--- config.mk ---
export PLATFORM = sky130hd
export DESIGN_NAME = drive_sequencer
export DESIGN_NICKNAME = d
export VERILOG_FILES = /design/src/rtl/car_pkg.sv /design/src/rtl/duty_ramp.sv /design/src/rtl/drive_sequencer.sv
export SDC_FILE = /design/constraint.sdc
export NUM_CORES = 1
export LEC_CHECK = 0
export ABC_AREA = 0
export BUFFER_PORTS_ARGS = -buffer_cell sky130_fd_sc_hd__buf_2
export CORE_MARGIN = 4
export CORE_UTILIZATION = 60
export DETAILED_ROUTE_END_ITERATION = 16
export GPL_TIMING_DRIVEN = 0
export PLACE_DENSITY = 0.79
export SETUP_SLACK_MARGIN = 0.02
export SLEW_MARGIN = 20
export SYNTH_ARGS = -nofsm -noshare
export SYNTH_HDL_FRONTEND = slang
export SYNTH_SLANG_ARGS = --single-unit
--- constraint.sdc ---
create_clock -name clk -period 9 [get_ports clk]
set_input_delay 0.9 -clock clk [delete_from_list [all_inputs] [get_ports clk]]
set_output_delay 0.9 -clock clk [all_outputs]
set_load 0.01 [all_outputs]
--- src/rtl/car_pkg.sv ---
// Shared encodings for the car drive path: tracker commands, wheel direction
// codes, sequencer states and the per-wheel command payload.
package car_pkg;

    localparam int unsigned DUTY_W = 10;

    localparam logic [2:0] TRK_LEFT        = 3'd0;
    localparam logic [2:0] TRK_RIGHT       = 3'd1;
    localparam logic [2:0] TRK_STRAIGHT    = 3'd2;
    localparam logic [2:0] TRK_STOP        = 3'd3;
    localparam logic [2:0] TRK_SHARP_LEFT  = 3'd4;
    localparam logic [2:0] TRK_SHARP_RIGHT = 3'd5;

    localparam logic [1:0] DIR_FWD = 2'b10;
    localparam logic [1:0] DIR_REV = 2'b01;
    localparam logic [1:0] DIR_OFF = 2'b00;

    typedef enum logic [2:0] {
        SEQ_RUN    = 3'd0,
        SEQ_BRAKE  = 3'd1,
        SEQ_SEARCH = 3'd2,
        SEQ_HALT   = 3'd3
    } seq_state_t;

    typedef enum logic {
        TURN_LEFT  = 1'b0,
        TURN_RIGHT = 1'b1
    } turn_t;

    typedef struct packed {
        logic [1:0]        left;
        logic [1:0]        right;
        logic [DUTY_W-1:0] target_left;
        logic [DUTY_W-1:0] target_right;
    } drive_cmd_t;

endpackage

--- src/rtl/duty_ramp.sv ---
// Per-wheel PWM duty shaper: soft ramp up on ticks, immediate decrease,
// and a restart from zero whenever the wheel starts, stops or reverses.
module duty_ramp
    import car_pkg::*;
#(
    parameter int unsigned RAMP_STEP = 16
) (
    input  logic              clk,
    input  logic              rst,
    input  logic              tick,
    input  logic [1:0]        dir,
    input  logic [DUTY_W-1:0] target,
    output logic [DUTY_W-1:0] duty
);

    logic [1:0]        dir_q;
    logic [DUTY_W-1:0] duty_d;
    logic [31:0]       stepped;
    logic              restart;

    // A wheel that is off, was off, or flips direction begins again at zero
    always_comb begin
        restart = (dir == DIR_OFF) || (dir_q == DIR_OFF) || (dir != dir_q);
        stepped = 32'(duty) + 32'(RAMP_STEP);
        duty_d  = duty;
        if (restart) begin
            duty_d = '0;
        end else if (target <= duty) begin
            duty_d = target;
        end else if (tick) begin
            duty_d = (stepped >= 32'(target)) ? target : DUTY_W'(stepped);
        end
    end

    always_ff @(posedge clk) begin
        if (rst) begin
            duty  <= '0;
            dir_q <= DIR_OFF;
        end else begin
            duty  <= duty_d;
            dir_q <= dir;
        end
    end

endmodule

--- src/rtl/drive_sequencer.sv ---
// Drive sequencer: arbitrates tracker steering against obstacle stop and line
// loss, and feeds ramped duty targets to both wheel PWM channels.
module drive_sequencer
    import car_pkg::*;
#(
    parameter int unsigned TICK_DIV     = 100000,
    parameter int unsigned RAMP_STEP    = 16,
    parameter int unsigned DUTY_FWD     = 1000,
    parameter int unsigned DUTY_TURN    = 900,
    parameter int unsigned DUTY_SHARP   = 800,
    parameter int unsigned DUTY_SEARCH  = 700,
    parameter int unsigned CLEAR_TICKS  = 200,
    parameter int unsigned LOST_TICKS   = 50,
    parameter int unsigned SEARCH_TICKS = 3000
) (
    input  logic              clk,
    input  logic              rst,
    input  logic [2:0]        track_state,
    input  logic              sonic_stop,
    output logic [1:0]        left,
    output logic [1:0]        right,
    output logic [DUTY_W-1:0] duty_left,
    output logic [DUTY_W-1:0] duty_right,
    output logic [2:0]        seq_state
);

    localparam int unsigned PRESC_W  = $clog2(TICK_DIV);
    localparam int unsigned CLEAR_W  = $clog2(CLEAR_TICKS) + 1;
    localparam int unsigned LOST_W   = $clog2(LOST_TICKS) + 1;
    localparam int unsigned SEARCH_W = $clog2(SEARCH_TICKS) + 1;

    seq_state_t          state, state_d;
    turn_t               last_turn, last_turn_d;
    logic [PRESC_W-1:0]  presc;
    logic [CLEAR_W-1:0]  clear_cnt, clear_d, clear_inc;
    logic [LOST_W-1:0]   lost_cnt, lost_d, lost_inc;
    logic [SEARCH_W-1:0] search_cnt, search_d, search_inc;
    logic                tick_c;
    logic                stop_c;
    drive_cmd_t          cmd;

    function automatic drive_cmd_t steer_map(input logic [2:0] trk);
        case (trk)
            TRK_LEFT:        return '{DIR_OFF, DIR_FWD, '0, DUTY_W'(DUTY_TURN)};
            TRK_SHARP_LEFT:  return '{DIR_REV, DIR_FWD, DUTY_W'(DUTY_SHARP), DUTY_W'(DUTY_SHARP)};
            TRK_RIGHT:       return '{DIR_FWD, DIR_OFF, DUTY_W'(DUTY_TURN), '0};
            TRK_SHARP_RIGHT: return '{DIR_FWD, DIR_REV, DUTY_W'(DUTY_SHARP), DUTY_W'(DUTY_SHARP)};
            TRK_STRAIGHT:    return '{DIR_FWD, DIR_FWD, DUTY_W'(DUTY_FWD), DUTY_W'(DUTY_FWD)};
            default:         return '{DIR_OFF, DIR_OFF, '0, '0};
        endcase
    endfunction

    assign tick_c    = (presc == PRESC_W'(TICK_DIV - 1));
    assign stop_c    = (track_state == TRK_STOP) || (track_state > TRK_SHARP_RIGHT);
    assign seq_state = state;

    // Next state, saturating tick counters and the wheel command for next cycle
    always_comb begin
        state_d     = state;
        last_turn_d = last_turn;
        lost_d      = '0;
        clear_d     = '0;
        search_d    = '0;
        cmd         = '0;
        lost_inc    = (lost_cnt >= LOST_W'(LOST_TICKS)) ? lost_cnt : lost_cnt + LOST_W'(1);
        clear_inc   = (clear_cnt >= CLEAR_W'(CLEAR_TICKS)) ? clear_cnt : clear_cnt + CLEAR_W'(1);
        search_inc  = (search_cnt >= SEARCH_W'(SEARCH_TICKS)) ? search_cnt
                                                              : search_cnt + SEARCH_W'(1);
        case (state)
            SEQ_RUN: begin
                if (track_state == TRK_LEFT || track_state == TRK_SHARP_LEFT) begin
                    last_turn_d = TURN_LEFT;
                end else if (track_state == TRK_RIGHT || track_state == TRK_SHARP_RIGHT) begin
                    last_turn_d = TURN_RIGHT;
                end
                if (stop_c) begin
                    lost_d = tick_c ? lost_inc : lost_cnt;
                end
                if (sonic_stop) begin
                    state_d = SEQ_BRAKE;
                end else if (lost_d >= LOST_W'(LOST_TICKS)) begin
                    state_d = SEQ_SEARCH;
                end
            end
            SEQ_BRAKE: begin
                if (!sonic_stop) begin
                    clear_d = tick_c ? clear_inc : clear_cnt;
                end
                if (clear_d >= CLEAR_W'(CLEAR_TICKS)) begin
                    state_d = SEQ_RUN;
                end
            end
            SEQ_SEARCH: begin
                search_d = tick_c ? search_inc : search_cnt;
                if (sonic_stop) begin
                    state_d = SEQ_BRAKE;
                end else if (!stop_c) begin
                    state_d = SEQ_RUN;
                end else if (search_d >= SEARCH_W'(SEARCH_TICKS)) begin
                    state_d = SEQ_HALT;
                end
            end
            SEQ_HALT: state_d = SEQ_HALT;
            default:  state_d = SEQ_RUN;
        endcase

        case (state_d)
            SEQ_RUN: cmd = steer_map(track_state);
            SEQ_SEARCH: begin
                if (last_turn == TURN_LEFT) begin
                    cmd = '{DIR_REV, DIR_FWD, DUTY_W'(DUTY_SEARCH), DUTY_W'(DUTY_SEARCH)};
                end else begin
                    cmd = '{DIR_FWD, DIR_REV, DUTY_W'(DUTY_SEARCH), DUTY_W'(DUTY_SEARCH)};
                end
            end
            default: cmd = '0;
        endcase
    end

    always_ff @(posedge clk) begin
        if (rst) begin
            state      <= SEQ_RUN;
            last_turn  <= TURN_LEFT;
            presc      <= '0;
            clear_cnt  <= '0;
            lost_cnt   <= '0;
            search_cnt <= '0;
            left       <= DIR_OFF;
            right      <= DIR_OFF;
        end else begin
            state      <= state_d;
            last_turn  <= last_turn_d;
            presc      <= tick_c ? '0 : presc + PRESC_W'(1);
            clear_cnt  <= clear_d;
            lost_cnt   <= lost_d;
            search_cnt <= search_d;
            left       <= cmd.left;
            right      <= cmd.right;
        end
    end

    duty_ramp #(.RAMP_STEP(RAMP_STEP)) u_ramp_left (
        .clk    (clk),
        .rst    (rst),
        .tick   (tick_c),
        .dir    (cmd.left),
        .target (cmd.target_left),
        .duty   (duty_left)
    );

    duty_ramp #(.RAMP_STEP(RAMP_STEP)) u_ramp_right (
        .clk    (clk),
        .rst    (rst),
        .tick   (tick_c),
        .dir    (cmd.right),
        .target (cmd.target_right),
        .duty   (duty_right)
    );

endmodule

==> results_dict.tcl <==
set metrics [dict create \
    wirelength_um 10490 \
    core-area_um2 7408 \
    row_count 31 \
    cpMaxStageDelayCell "nor2_1" \
    start_util_pct 62.89 \
    power.leakage_nw 2.006 \
    dpl-instance-area_um2 4928 \
    pin_count 33 \
    die_h_um 96.13 \
    endpoint "u_ramp_left.duty[2]$_SDFFE_PP0P_" \
    floorplan.die_area_um2 9240 \
    r2r-end "u_ramp_left.duty[2]$_SDFFE_PP0P_" \
    synth-seq-cells 70 \
    min_period_ns 5.809 \
    holdBufCountCts 0 \
    powerDensity_nw_per_um2 128.4 \
    wl_per_cell_um 14.41 \
    r2r_slack_ns 3.19 \
    post-route-drc-count 0 \
    portBuffers 26 \
    cts-htree-levels 3 \
    end_kind "register" \
    gp_congestion 0.8743 \
    slew_headroom_pct 51.91 \
    grt_pass1_wl_um 18060 \
    fin_ws_ns 3.191 \
    area_growth_pct 9.989 \
    report.final.hold_viol_count 0 \
    drtIter0Drc 255 \
    final_cell_mix "84 x nor2_1, 70 x dfxtp_1, 41 x inv_1, 41 x ha_1, 38 x nand2_1" \
    ff2ff_path_depth 23 \
    grt_pass1_vias 4042 \
    arrival_ns 6.05 \
    drv_slew 0 \
    cts_setup_buffers 0 \
    synthCells 584 \
    cts_tree "yes" \
    setup_viol 0 \
    critical_path.top_delay_family "simple AND/OR/NAND/NOR gates" \
    cts-root-buf "clkbuf_8" \
    total_power_mw 0.6582 \
    grt.total_usage_pct 24.30 \
    layout_commonest_cell "nor2_1" \
    synth_warnings 0 \
    cp.depth 23 \
    r2r_start "presc[0]$_SDFF_PP0_" \
    layout.nets 672 \
    yosysSeqAreaShare_pct 30.08 \
    viasPerCell 5.870 \
    drt_first_pass_iters 5 \
    path_max_fanout 10 \
    clkTransAtPathRegs_ns 0.08 \
    cts_made_buffers 9 \
    grt_max_degree 13 \
    grt_overflow 0 \
    post-place-ws_ns 3.304 \
    crit_top_cell "nor2_1" \
    hold_path_class "register to register" \
    critical_path.max_stage_delay_ns 0.56 \
    fin_hold_ws_ns 0.4480 \
    final_area_um2 5125 \
    clock_path_buffers 2 \
    clock_latency_ns 0.35 \
    post-dp-hpwl_um 7891 \
    cp_data_required_time_ns 9.24 \
    antenna_found_initial 0 \
    critPathBufInv 4 \
    crit_chain "ha_1 > and4b_1 > and4_1 > buf_2 > clkbuf_1 > a41oi_1 > a211oi_1 > nand4_1 > nand3_1 > buf_2 > nor2_1 > nand3_1 > inv_2 > ha_1 > and3b_1 > a221o_1 > a21o_1 > a211o_1 > o211ai_1 > nor2_1 > nor2_1 > mux2i_1 > nor2_1" \
    outcome "finished, final reports clean" \
    route.vias.total 4273 \
    drv_cap 0 \
    finalCritPeriodShare_pct 64.55 \
    die_w_um 96.13 \
    rsz0062_at_grt "false" \
    clock_skew_ns 0.007062 \
    drive_gt1_share_pct 10.65 \
    ant_nets 0 \
    synth.distinct_cells 70 \
    synthArstFlopShare_pct 0 \
    ctsResizeCount 0 \
    synth.avg_cell_area_um2 7.979 \
    final.setup.tns_ns 0 \
    synth.cell_area_um2 4659 \
    crit_path_start "presc[0]$_SDFF_PP0_" \
    synth_edf_count 0 \
    worst_slew_pin_slew_ns 0.7031 \
    n_antenna_cell 0 \
    fmax_ghz 0.1721 \
    clock-sinks 70 \
    irDropWorstVdd_v 0.0001038 \
    fillers 615 \
    cp-start-kind "register" \
    path_class "register to register" \
    synth-main-ff-cell "dfxtp_1" \
]
==> metrics by stage <==
stage | utilization, % | instances
finish | 69.18 | 728
global route | 69.18 | 728
CTS | 69.18 | 728
detailed placement | 66.53 | 713
global placement | 66.53 | 713
floorplan | - | 588
==> synth_stat cells, drive strengths merged (4+ instances only) <==
master,instances,area share (%)
nor2,84,6.8
dfxtp,70,30
inv,42,3.4
ha,41,11
nand2,38,3.1
a21oi,30,3.3
nand3,27,2.9
xnor2,21,3.9
a31oi,17,2.7
o21ai,16,1.7
xor2,16,3.0
clkbuf,14,1.1
and3,13,1.7
nand4,13,1.7
nor3,12,1.4
a21o,11,1.8
nand2b,10,1.3
buf,9,1.2
nor4,8,1.2
or3,8,1.2
mux2i,6,1.3
a211oi,5,0.81
and4,5,0.94
nor2b,5,0.67
o21bai,4,0.64
or2,4,0.54
==> layer usage <==
| layer | global-route usage [%] | wire length (um) |
|---|---|---|
| met2 | 40.02 | 4900 |
| met1 | 31.22 | 4826 |
| met4 | 8.294 | 169 |
| met5 | 0 | 0 |
| met3 | 5.317 | 595 |
==> registers in the layout, indices dropped and copies added, names as in the netlist <==
register	count
lost_cnt	7
u_ramp_left.dir_q	2
clear_cnt	9
u_ramp_left.duty	8
last_turn	1
search_cnt	13
seq_state	3
u_ramp_right.duty	8
presc	17
u_ramp_right.dir_q	2
==> power breakdown <==
group	switching (mW)	leakage (nW)	internal, mW
Clock	0.126	0.0948	0.134
Combinational	0.0516	1.35	0.0312
Sequential	0.00286	0.565	0.312
==> kinds of logic (layout without fill, tap and decap cells) <==
family	after synthesis	in the layout	share of synthesized area [%]
simple gates	245	245	26.80
compound gates	118	118	17.83
flops	70	70	30.08
buf+inv	65	106	5.720
fa+ha+maj	41	41	11.01
xor+xnor	37	37	6.955
mux	7	7	1.531
other cells	1	5	0.08048
==> final cells by class <==
class                           instances  area [um2]  area share, %
Inverter                               42       157.7          3.076
Clock inverter                          5       58.81          1.147
Sequential cell                        70        1401          27.34
Buffer                                 23       108.9          2.124
Clock buffer                           10       137.6          2.686
Timing Repair Buffer                   26       130.1          2.539
Multi-Input combinational cell        453        3007          58.67
Tap cell                               99       123.9          2.417
==> how the worst min path moves through the flow <==
| stage | to | cells past startpoint | from | slack, ns |
|---|---|---|---|---|
| after detailed placement | presc[0]$_SDFF_PP0_ | 1 | presc[0]$_SDFF_PP0_ | 0.44 |
| after floorplan | presc[0]$_SDFF_PP0_ | 1 | presc[0]$_SDFF_PP0_ | 0.42 |
| after global placement | presc[0]$_SDFF_PP0_ | 1 | presc[0]$_SDFF_PP0_ | 0.43 |
| after CTS | presc[0]$_SDFF_PP0_ | 1 | presc[0]$_SDFF_PP0_ | 0.45 |
| final | presc[0]$_SDFF_PP0_ | 1 | presc[0]$_SDFF_PP0_ | 0.45 |
| after global routing | presc[0]$_SDFF_PP0_ | 1 | presc[0]$_SDFF_PP0_ | 0.49 |
Note: power is estimated with default switching activity, not from simulation.
